[config.mk]
export PLATFORM = sky130hd
export DESIGN_NAME = dc_pred_nch
export DESIGN_NICKNAME = d
export VERILOG_FILES = /design/src/rtl/dc_pred_nch.sv
export SDC_FILE = /design/constraint.sdc
export NUM_CORES = 1
export LEC_CHECK = 0
export BUFFER_PORTS_ARGS = -buffer_cell sky130_fd_sc_hd__buf_2
export CORE_UTILIZATION = 49
export CTS_CLUSTER_SIZE = 12
export DETAILED_ROUTE_END_ITERATION = 8
export GPL_TIMING_DRIVEN = 0
export PLACE_DENSITY = 0.77
export SYNTH_ARGS = -nofsm -noshare
export SYNTH_HDL_FRONTEND = slang
export SYNTH_SLANG_ARGS = --single-unit
[constraint.sdc]
create_clock -name clk -period 11.1 [get_ports clk]
set_input_delay 2.775 -clock clk [delete_from_list [all_inputs] [get_ports clk]]
set_output_delay 2.775 -clock clk [all_outputs]
set_load 0.01 [all_outputs]
[src/rtl/dc_pred_nch.sv]
// DC intra predictor: sums the top/left edges LANES samples per beat per channel, rounds to
// one DC per channel and streams the flat block one row per beat. Optional counter: DC_PRED_CNT_EN.
module dc_pred_nch #(
    parameter int BIT_WIDTH  = 8,
    parameter int BLOCK_SIZE = 8,
    parameter int CHANNELS   = 2,
    parameter int LANES      = 2,
    parameter int COORD_W    = 10
) (
    input  logic                                   clk,
    input  logic                                   rst,
    input  logic                                   start_valid,
    output logic                                   start_ready,
    input  logic [COORD_W-1:0]                     x,
    input  logic [COORD_W-1:0]                     y,
    input  logic [CHANNELS*BLOCK_SIZE*BIT_WIDTH-1:0] top,
    input  logic [CHANNELS*BLOCK_SIZE*BIT_WIDTH-1:0] left,
    output logic                                   dst_valid,
    input  logic                                   dst_ready,
    output logic [CHANNELS*BLOCK_SIZE*BIT_WIDTH-1:0] dst_row,
    output logic                                   dst_last,
    output logic [CHANNELS*BIT_WIDTH-1:0]          dc
`ifdef DC_PRED_CNT_EN
    ,
    output logic [15:0]                            blk_cnt
`endif
);

    localparam int K       = BLOCK_SIZE / LANES;
    localparam int LOG2_BS = $clog2(BLOCK_SIZE);
    localparam int SHIFT   = LOG2_BS + 1;
    localparam int ACC_W   = BIT_WIDTH + LOG2_BS + 1;
    localparam int CNT_W   = LOG2_BS + 1;
    localparam int EDGE_W  = CHANNELS * BLOCK_SIZE * BIT_WIDTH;

    localparam logic [CNT_W-1:0]     LAST_BEAT = CNT_W'(K - 1);
    localparam logic [CNT_W-1:0]     LAST_ROW  = CNT_W'(BLOCK_SIZE - 1);
    localparam logic [BIT_WIDTH-1:0] DC_NONE   = {1'b1, {(BIT_WIDTH-1){1'b0}}};

    typedef enum logic [1:0] {
        IDLE = 2'd0,
        ACC  = 2'd1,
        DIV  = 2'd2,
        OUT  = 2'd3
    } state_t;

    state_t state;
    state_t state_next;

    logic                          has_top;
    logic                          has_left;
    logic [EDGE_W-1:0]             top_q;
    logic [EDGE_W-1:0]             left_q;
    logic [CNT_W-1:0]              beat;
    logic [CNT_W-1:0]              row;
    logic [ACC_W-1:0]              acc      [CHANNELS];
    logic [ACC_W-1:0]              beat_sum [CHANNELS];
    logic [CHANNELS*BIT_WIDTH-1:0] dc_q;
    logic                          dst_valid_q;
    logic                          dst_last_q;

    // A missing edge is replaced by the other one, so TOP/LEFT add 2x the available sample.
    function automatic logic [ACC_W-1:0] pair_sum(input logic [EDGE_W-1:0] t,
                                                  input logic [EDGE_W-1:0] l,
                                                  input logic ht, input logic hl, input int idx);
        logic [BIT_WIDTH-1:0] ts;
        logic [BIT_WIDTH-1:0] ls;
        ts = t[idx*BIT_WIDTH +: BIT_WIDTH];
        ls = l[idx*BIT_WIDTH +: BIT_WIDTH];
        return ACC_W'(ht ? ts : ls) + ACC_W'(hl ? ls : ts);
    endfunction

    assign start_ready = (state == IDLE);
    assign dst_valid   = dst_valid_q;
    assign dst_last    = dst_last_q;
    assign dc          = dc_q;

    // Every sample of a row carries its channel's DC.
    always_comb begin
        dst_row = {EDGE_W{1'b0}};
        for (int c = 0; c < CHANNELS; c++) begin
            for (int i = 0; i < BLOCK_SIZE; i++) begin
                dst_row[(c*BLOCK_SIZE+i)*BIT_WIDTH +: BIT_WIDTH] = dc_q[c*BIT_WIDTH +: BIT_WIDTH];
            end
        end
    end

    // Per-channel contribution of the current beat's LANES edge positions.
    always_comb begin
        for (int c = 0; c < CHANNELS; c++) begin
            beat_sum[c] = {ACC_W{1'b0}};
            for (int l = 0; l < LANES; l++) begin
                beat_sum[c] = beat_sum[c] + pair_sum(top_q, left_q, has_top, has_left,
                                                     c*BLOCK_SIZE + int'(beat)*LANES + l);
            end
        end
    end

    // Next-state decode.
    always_comb begin
        state_next = state;
        case (state)
            IDLE: begin
                if (start_valid) begin
                    if ((|x) || (|y)) state_next = ACC;
                    else              state_next = DIV;
                end else begin
                    state_next = IDLE;
                end
            end
            ACC: begin
                if (beat == LAST_BEAT) state_next = DIV;
                else                   state_next = ACC;
            end
            DIV: state_next = OUT;
            OUT: begin
                if (dst_ready && (row == LAST_ROW)) state_next = IDLE;
                else                                state_next = OUT;
            end
            default: state_next = IDLE;
        endcase
    end

    // State register.
    always_ff @(posedge clk or posedge rst) begin
        if (rst) state <= IDLE;
        else     state <= state_next;
    end

    // Datapath: latch request, accumulate, divide, then walk the rows.
    always_ff @(posedge clk or posedge rst) begin
        if (rst) begin
            has_top     <= 1'b0;
            has_left    <= 1'b0;
            top_q       <= {EDGE_W{1'b0}};
            left_q      <= {EDGE_W{1'b0}};
            beat        <= {CNT_W{1'b0}};
            row         <= {CNT_W{1'b0}};
            dc_q        <= {(CHANNELS*BIT_WIDTH){1'b0}};
            dst_valid_q <= 1'b0;
            dst_last_q  <= 1'b0;
            for (int c = 0; c < CHANNELS; c++) acc[c] <= {ACC_W{1'b0}};
        end else begin
            case (state)
                IDLE: begin
                    if (start_valid) begin
                        has_top  <= |y;
                        has_left <= |x;
                        top_q    <= top;
                        left_q   <= left;
                        beat     <= {CNT_W{1'b0}};
                        for (int c = 0; c < CHANNELS; c++) acc[c] <= {ACC_W{1'b0}};
                    end
                end
                ACC: begin
                    beat <= beat + CNT_W'(1);
                    for (int c = 0; c < CHANNELS; c++) acc[c] <= acc[c] + beat_sum[c];
                end
                DIV: begin
                    // acc + BLOCK_SIZE stays below 2^ACC_W, so no carry bit is needed.
                    for (int c = 0; c < CHANNELS; c++) begin
                        dc_q[c*BIT_WIDTH +: BIT_WIDTH] <= (has_top || has_left) ?
                            BIT_WIDTH'((acc[c] + ACC_W'(BLOCK_SIZE)) >> SHIFT) : DC_NONE;
                    end
                    dst_valid_q <= 1'b1;
                    dst_last_q  <= 1'b0;
                    row         <= {CNT_W{1'b0}};
                end
                OUT: begin
                    if (dst_ready) begin
                        if (row == LAST_ROW) begin
                            dst_valid_q <= 1'b0;
                            dst_last_q  <= 1'b0;
                            row         <= {CNT_W{1'b0}};
                        end else begin
                            row        <= row + CNT_W'(1);
                            dst_last_q <= (row == (LAST_ROW - CNT_W'(1)));
                        end
                    end
                end
                default: ;
            endcase
        end
    end

`ifdef DC_PRED_CNT_EN
    // Completed-block counter, saturating.
    always_ff @(posedge clk or posedge rst) begin
        if (rst) begin
            blk_cnt <= 16'h0000;
        end else if (dst_valid_q && dst_ready && dst_last_q && (blk_cnt != 16'hFFFF)) begin
            blk_cnt <= blk_cnt + 16'h0001;
        end
    end
`endif

endmodule

* Word-level counts from Yosys, hierarchy flattened
Index checks and enable logic that the tools add are counted.
Cells by class: add/sub/neg operators 15, multipliers 0, div/mod/pow operators 0, order comparisons 0, equal/unequal tests 9, shift-type cells 8, mux-type cells 28, bitwise operators 0, reduce and logical (&&, ||, !) cells 12
Operators by type and width (count):
- $shiftx 128x10->8 | 2
- $shiftx 128x11->8 | 2
- $shiftx 128x32->8 | 2
- $shiftx 128x9->8 | 2
- $mux 8 | 10
- $pmux 24 s2 | 1
- $add 8x8->9 | 4
- $add 12x10->12 | 2
- $add 12x4->12 const B | 2
- $mux 24 | 1
- $add 9x9->10 | 2
- $reduce_or 10->1 | 2
- $pmux 4 s2 | 2
- $mux 4 | 3
- $add 4x1->4 const B | 2
- $eq 4x3->1 const B | 2
- $mux 2 | 4
- $pmux 2 s4 | 1
- $add 6x1->7 const B | 1
- $add 4x5->6 const A | 1
- $add 5x1->6 const B | 1
- $ne 2x2->1 const B | 3
- $reduce_and 2->1 | 3
- $eq 2x2->1 const B | 2
- 9 further kinds | 15
Word-level totals: register bits 310, bits in latches 0, RAM bits 0, bits in read-only memories 0, input bits 280, output and inout port bits 147, logic and storage cells 84, memories kept 0

* Depth between registers and ports, before layout
word-level depth 8, depth in mapped cells 19, depth with buffers taken out 17

* Worst setup path after synthesis
Ideal clock, no wire load.
path kind register -> register, start reg beat[0], end reg acc[21] (netlist name), setup time 0.136 ns, arrival 4.764 ns, data required time 10.964 ns, slack 6.200 ns, cell stages (with the launch flop) 17, path buffers 2, clock period less this slack 4.900 ns, path through dfrtp_1 > buf_6 > buf_2 > mux4_2 > mux2_2 > a22oi_1 > fa_1 > fa_1 > fa_1 > inv_1 > ha_1 > fa_1 > a211oi_1 > nor2_1 > o41ai_1 > xor2_1 > o21ai_0
On the way: word-level cells in the longest chain between the ends 7, elaborated cells between the ends (all ways) 14, those cells by class 5 x add/sub; 4 x shift; 5 x mux
Ends and longest elaborated chain:
- from (decl) | RTL line 54 | logic [CNT_W-1:0] beat;
- from (signal assigned) | RTL line 137 | beat <= {CNT_W{1'b0}};
- from (signal assigned) | RTL line 151 | beat <= {CNT_W{1'b0}};
- from (signal assigned) | RTL line 156 | beat <= beat + CNT_W'(1);
- $add 5x1->6 | RTL line 94 | c*BLOCK_SIZE + int'(beat)*LANES + l);
- $shiftx 128x10->8, on equally long branches | RTL line 69, 68
- $mux 8 | RTL line 70 | return ACC_W'(ht ? ts : ls) + ACC_W'(hl ? ls : ts);
- $add 8x8->9 | RTL line 70
- $add 9x9->10 * | RTL line 93 | beat_sum[c] = beat_sum[c] + pair_sum(top_q, left_q, has_top, has_left,
- $add 12x10->12 * | RTL line 157 | for (int c = 0; c < CHANNELS; c++) acc[c] <= acc[c] + beat_sum[c];
- $pmux 24 s2 * | RTL line 144 | case (state)
- to (decl) | RTL line 56 | logic [ACC_W-1:0] acc [CHANNELS];
Every way passes the cells marked *; elsewhere a longest branch is shown, timed or not. A chain may end at the register's enable or synchronous reset.

* Final worst setup path
start reg beat[1], end reg acc[21] (netlist name)
The elaborated chain is that of the path after synthesis.

==> results.py <==
metrics = {
    "run_status": {
        "status": "finished, violations left",
        "violations": "DRC",
    },
    "sta": {
        "maxSlewHeadroom_pct": 32.1,
        "period_needed_ns": 5.64,
        "hold_ws_ns": 0.471,
        "rsz0062_at_grt": "false",
        "finClkSkew_ns": 0.0189,
        "max_freq_mhz": 177,
        "setup_tns_ns": 0,
        "final_hold_viol_count": 0,
        "post-route-period-util_pct": 50.8,
        "setup_violations": 0,
        "tightestPinTransition_ns": 1.02,
        "slew_viol_final": 0,
    },
    "routing": {
        "drt-initial-drc-count": 1079,
        "wl_mm": 55.7,
        "drc": 142,
        "route.vias.total": 15500,
        "ant_nets": 0,
        "wl_per_cell_um": 19.2,
        "vias_per_cell": 5.32,
        "drt-pass1-iter-count": 7,
    },
    "critical_path": {
        "slowest_stage": "clkbuf_1",
        "crit_required_ns": 11.47,
        "path_common_cell": "fa_1",
        "path_class": "reg -> reg",
        "cp-start-kind": "register",
        "cp-end-kind": "register",
        "crit_arrival_ns": 6.00,
        "crit_fanout": 10,
        "worst-r2r-cell-count": 15,
        "worstPathCellList": "clkbuf_1 > mux4_2 > mux2_2 > a22oi_1 > fa_1 > fa_1 > fa_1 > inv_1 > ha_1 > fa_1 > a211oi_1 > nor2_1 > o41ai_1 > xor2_1 > o21ai_0",
        "max_stage_delay_ns": 0.68,
    },
    "final_layout": {
        "postLayoutCellArea_mm2": 0.0219,
        "area_delta_synth_final_pct": 22.6,
        "drive_gt1_share_pct": 31.4,
        "fin_nets": 2776,
        "postLayoutCoreUtil_pct": 61.3,
    },
    "yosys": {
        "ys_ff_latch": 310,
        "synth_edf_count": 0,
        "avgSynthCellArea_um2": 9.18,
        "ys_seq_area_share_pct": 43.5,
        "synth.distinct_cells": 46,
        "synth_top_area_share_pct": 43.5,
        "async_reset_ff_share_pct": 100,
        "synthCells": 1943,
        "post-synth-top-count-cell": "nand2_1",
        "yosysTopAreaCell": "dfrtp_1",
        "synth_ff_type": "dfrtp_1",
        "syn_nets": 2304,
        "ys_warn_count": 0,
        "synth.area.top_cells": "dfrtp_1 43%, nand2_1 18%, mux4_2 8.0%, buf_4 5.5%, fa_1 5.2%",
        "yosys-top-cells-count": "833 x nand2_1, 310 x dfrtp_1, 130 x buf_4",
        "syn_area_mm2": 0.0178,
    },
    "placed_design": {
        "io_buffers": 426,
        "dp_hpwl_mm": 43.8,
        "place.gp.congestion": 0.962,
        "dpl_cell_area_mm2": 0.0207,
    },
    "floorplan": {
        "core-area_mm2": 0.0357,
        "rows": 69,
        "die_x_um": 193,
        "io_pins": 427,
        "dieHeight_um": 193,
        "start_util_pct": 50.0,
        "design.die.area_mm2": 0.0372,
    },
    "clocking": {
        "clock_sinks": 310,
        "insertion_delay_ns": 0.53,
        "cts_hold_buffers": 0,
        "cts_tree": "yes",
        "cts-root-buf": "clkbuf_16",
        "cts-htree-levels": 2,
        "numCtsBuffers": 35,
        "clk_pin_slew_ns": 0.06,
        "cts.path.max_buffers": 3,
        "cts-resized-gates": 0,
        "cts_setup_buffers": 0,
    },
    "grt": {
        "grt_pass1_wl_mm": 84.0,
        "grtUsageTotal_pct": 30.2,
        "grt.overflow.total": 0,
        "antenna_found_initial": 6,
        "grt_max_degree": 43,
        "grt_pass1_vias": 15300,
    },
    "hold_path": {
        "hp-class": "reg -> reg",
        "whs_path_depth": 2,
    },
    "flow_run": {
        "cap_violations": 0,
    },
    "power_and_ir_drop": {
        "irDropWorstVdd_mv": 0.121,
        "total_leakage_power_nw": 12.3,
        "p_per_area_mw_per_mm2": 220,
        "fin_total_pwr_mw": 4.81,
    },
}
-- layout by cell type (no fill, tap or decap), types with 11 or more instances in the layout --
cell type,count
a22oi_1,18
buf_2,465
buf_4,130
clkbuf_1,62
clkbuf_16,36
dfrtp_1,310
fa_1,46
ha_1,35
inv_1,99
mux2_2,42
mux2i_1,25
mux4_2,63
nand2_1,833
nand3_1,20
nor2_1,34
nor2b_1,12
nor3_1,11
o21ai_0,44
xor2_1,13
-- cells by family after synthesis --
kind of cell	share of synthesized area, %
xor+xnor	0.982
flops	43.5
simple gates	20.7
buf+inv	10.2
fa+ha+maj	7.62
mux	12.2
compound gates	4.89
-- critical path: cells and delay by family (launching register included) --
kind | cells | cell delay, ns
muxes | 2 | 0.80
DFF | 1 | 0.43
xor gates and xnor gates | 1 | 0.19
AOI/OAI and AO/OA | 4 | 1.05
and+or+nand+nor | 1 | 0.11
buffers and inverters | 2 | 0.72
adders and majority gates | 5 | 2.19
-- worst paths after layout --
kind / end / slack [ns] / startpoint
max: acc[21] / 5.46 / beat[1]
min: top_q[38] / 0.47 / top_q[38]
max reg2reg: acc[21] / 5.46 / beat[1]
min reg2reg: top_q[38] / 0.47 / top_q[38]
max in group asynchronous: left_q[17] / 7.28 / rst
min in group asynchronous: left_q[105] / 2.32 / rst
-- power breakdown --
group	leakage (nW)	switching (mW)	internal (mW)	total, mW
Combinational	7.53	1.09	0.865	1.96
Sequential	4.25	0.240	1.48	1.72
Clock	0.549	0.470	0.661	1.13
Total	12.3	1.80	3.00	4.81
-- cell type report --
type                            count  area [um2]
Tap cell                          461         577
Clock inverter                      8         109
Antenna cell                        2        5.00
Fill cell                        2972       13800
Inverter                          100         379
Buffer                            228        1440
Timing Repair Buffer              435        2320
Multi-Input combinational cell   1305        8260
Clock buffer                       53        1010
Sequential cell                   310        7760
-- metal layers --
layer / up-vias / GRT usage, % / share of wire, %
li1: 7092 / - / -
met3: 161 / 5.53 / 8.6
met5: - / 0 / 0.081
met1: 7418 / 37.1 / 38
met2: 772 / 51.4 / 49
met4: 8 / 14.4 / 4.8
-- state kept, by name, summed over array words and instances, names as in the netlist --
register	flops
has_top	1
dst_last	1
dc	16
has_left	1
beat	4
left_q	128
state	2
dst_valid	1
acc	24
row	4
top_q	128
-- through the flow --
step           setup slack [ns]  instances
2_1_floorplan              4.20       1943
3_3_place_gp               2.53       2830
3_5_place_dp               5.58       2839
4_1_cts                    5.54       2900
5_1_grt                    5.29       2900
6_report                   5.46       2902
Power figures use the tool's default switching activity.
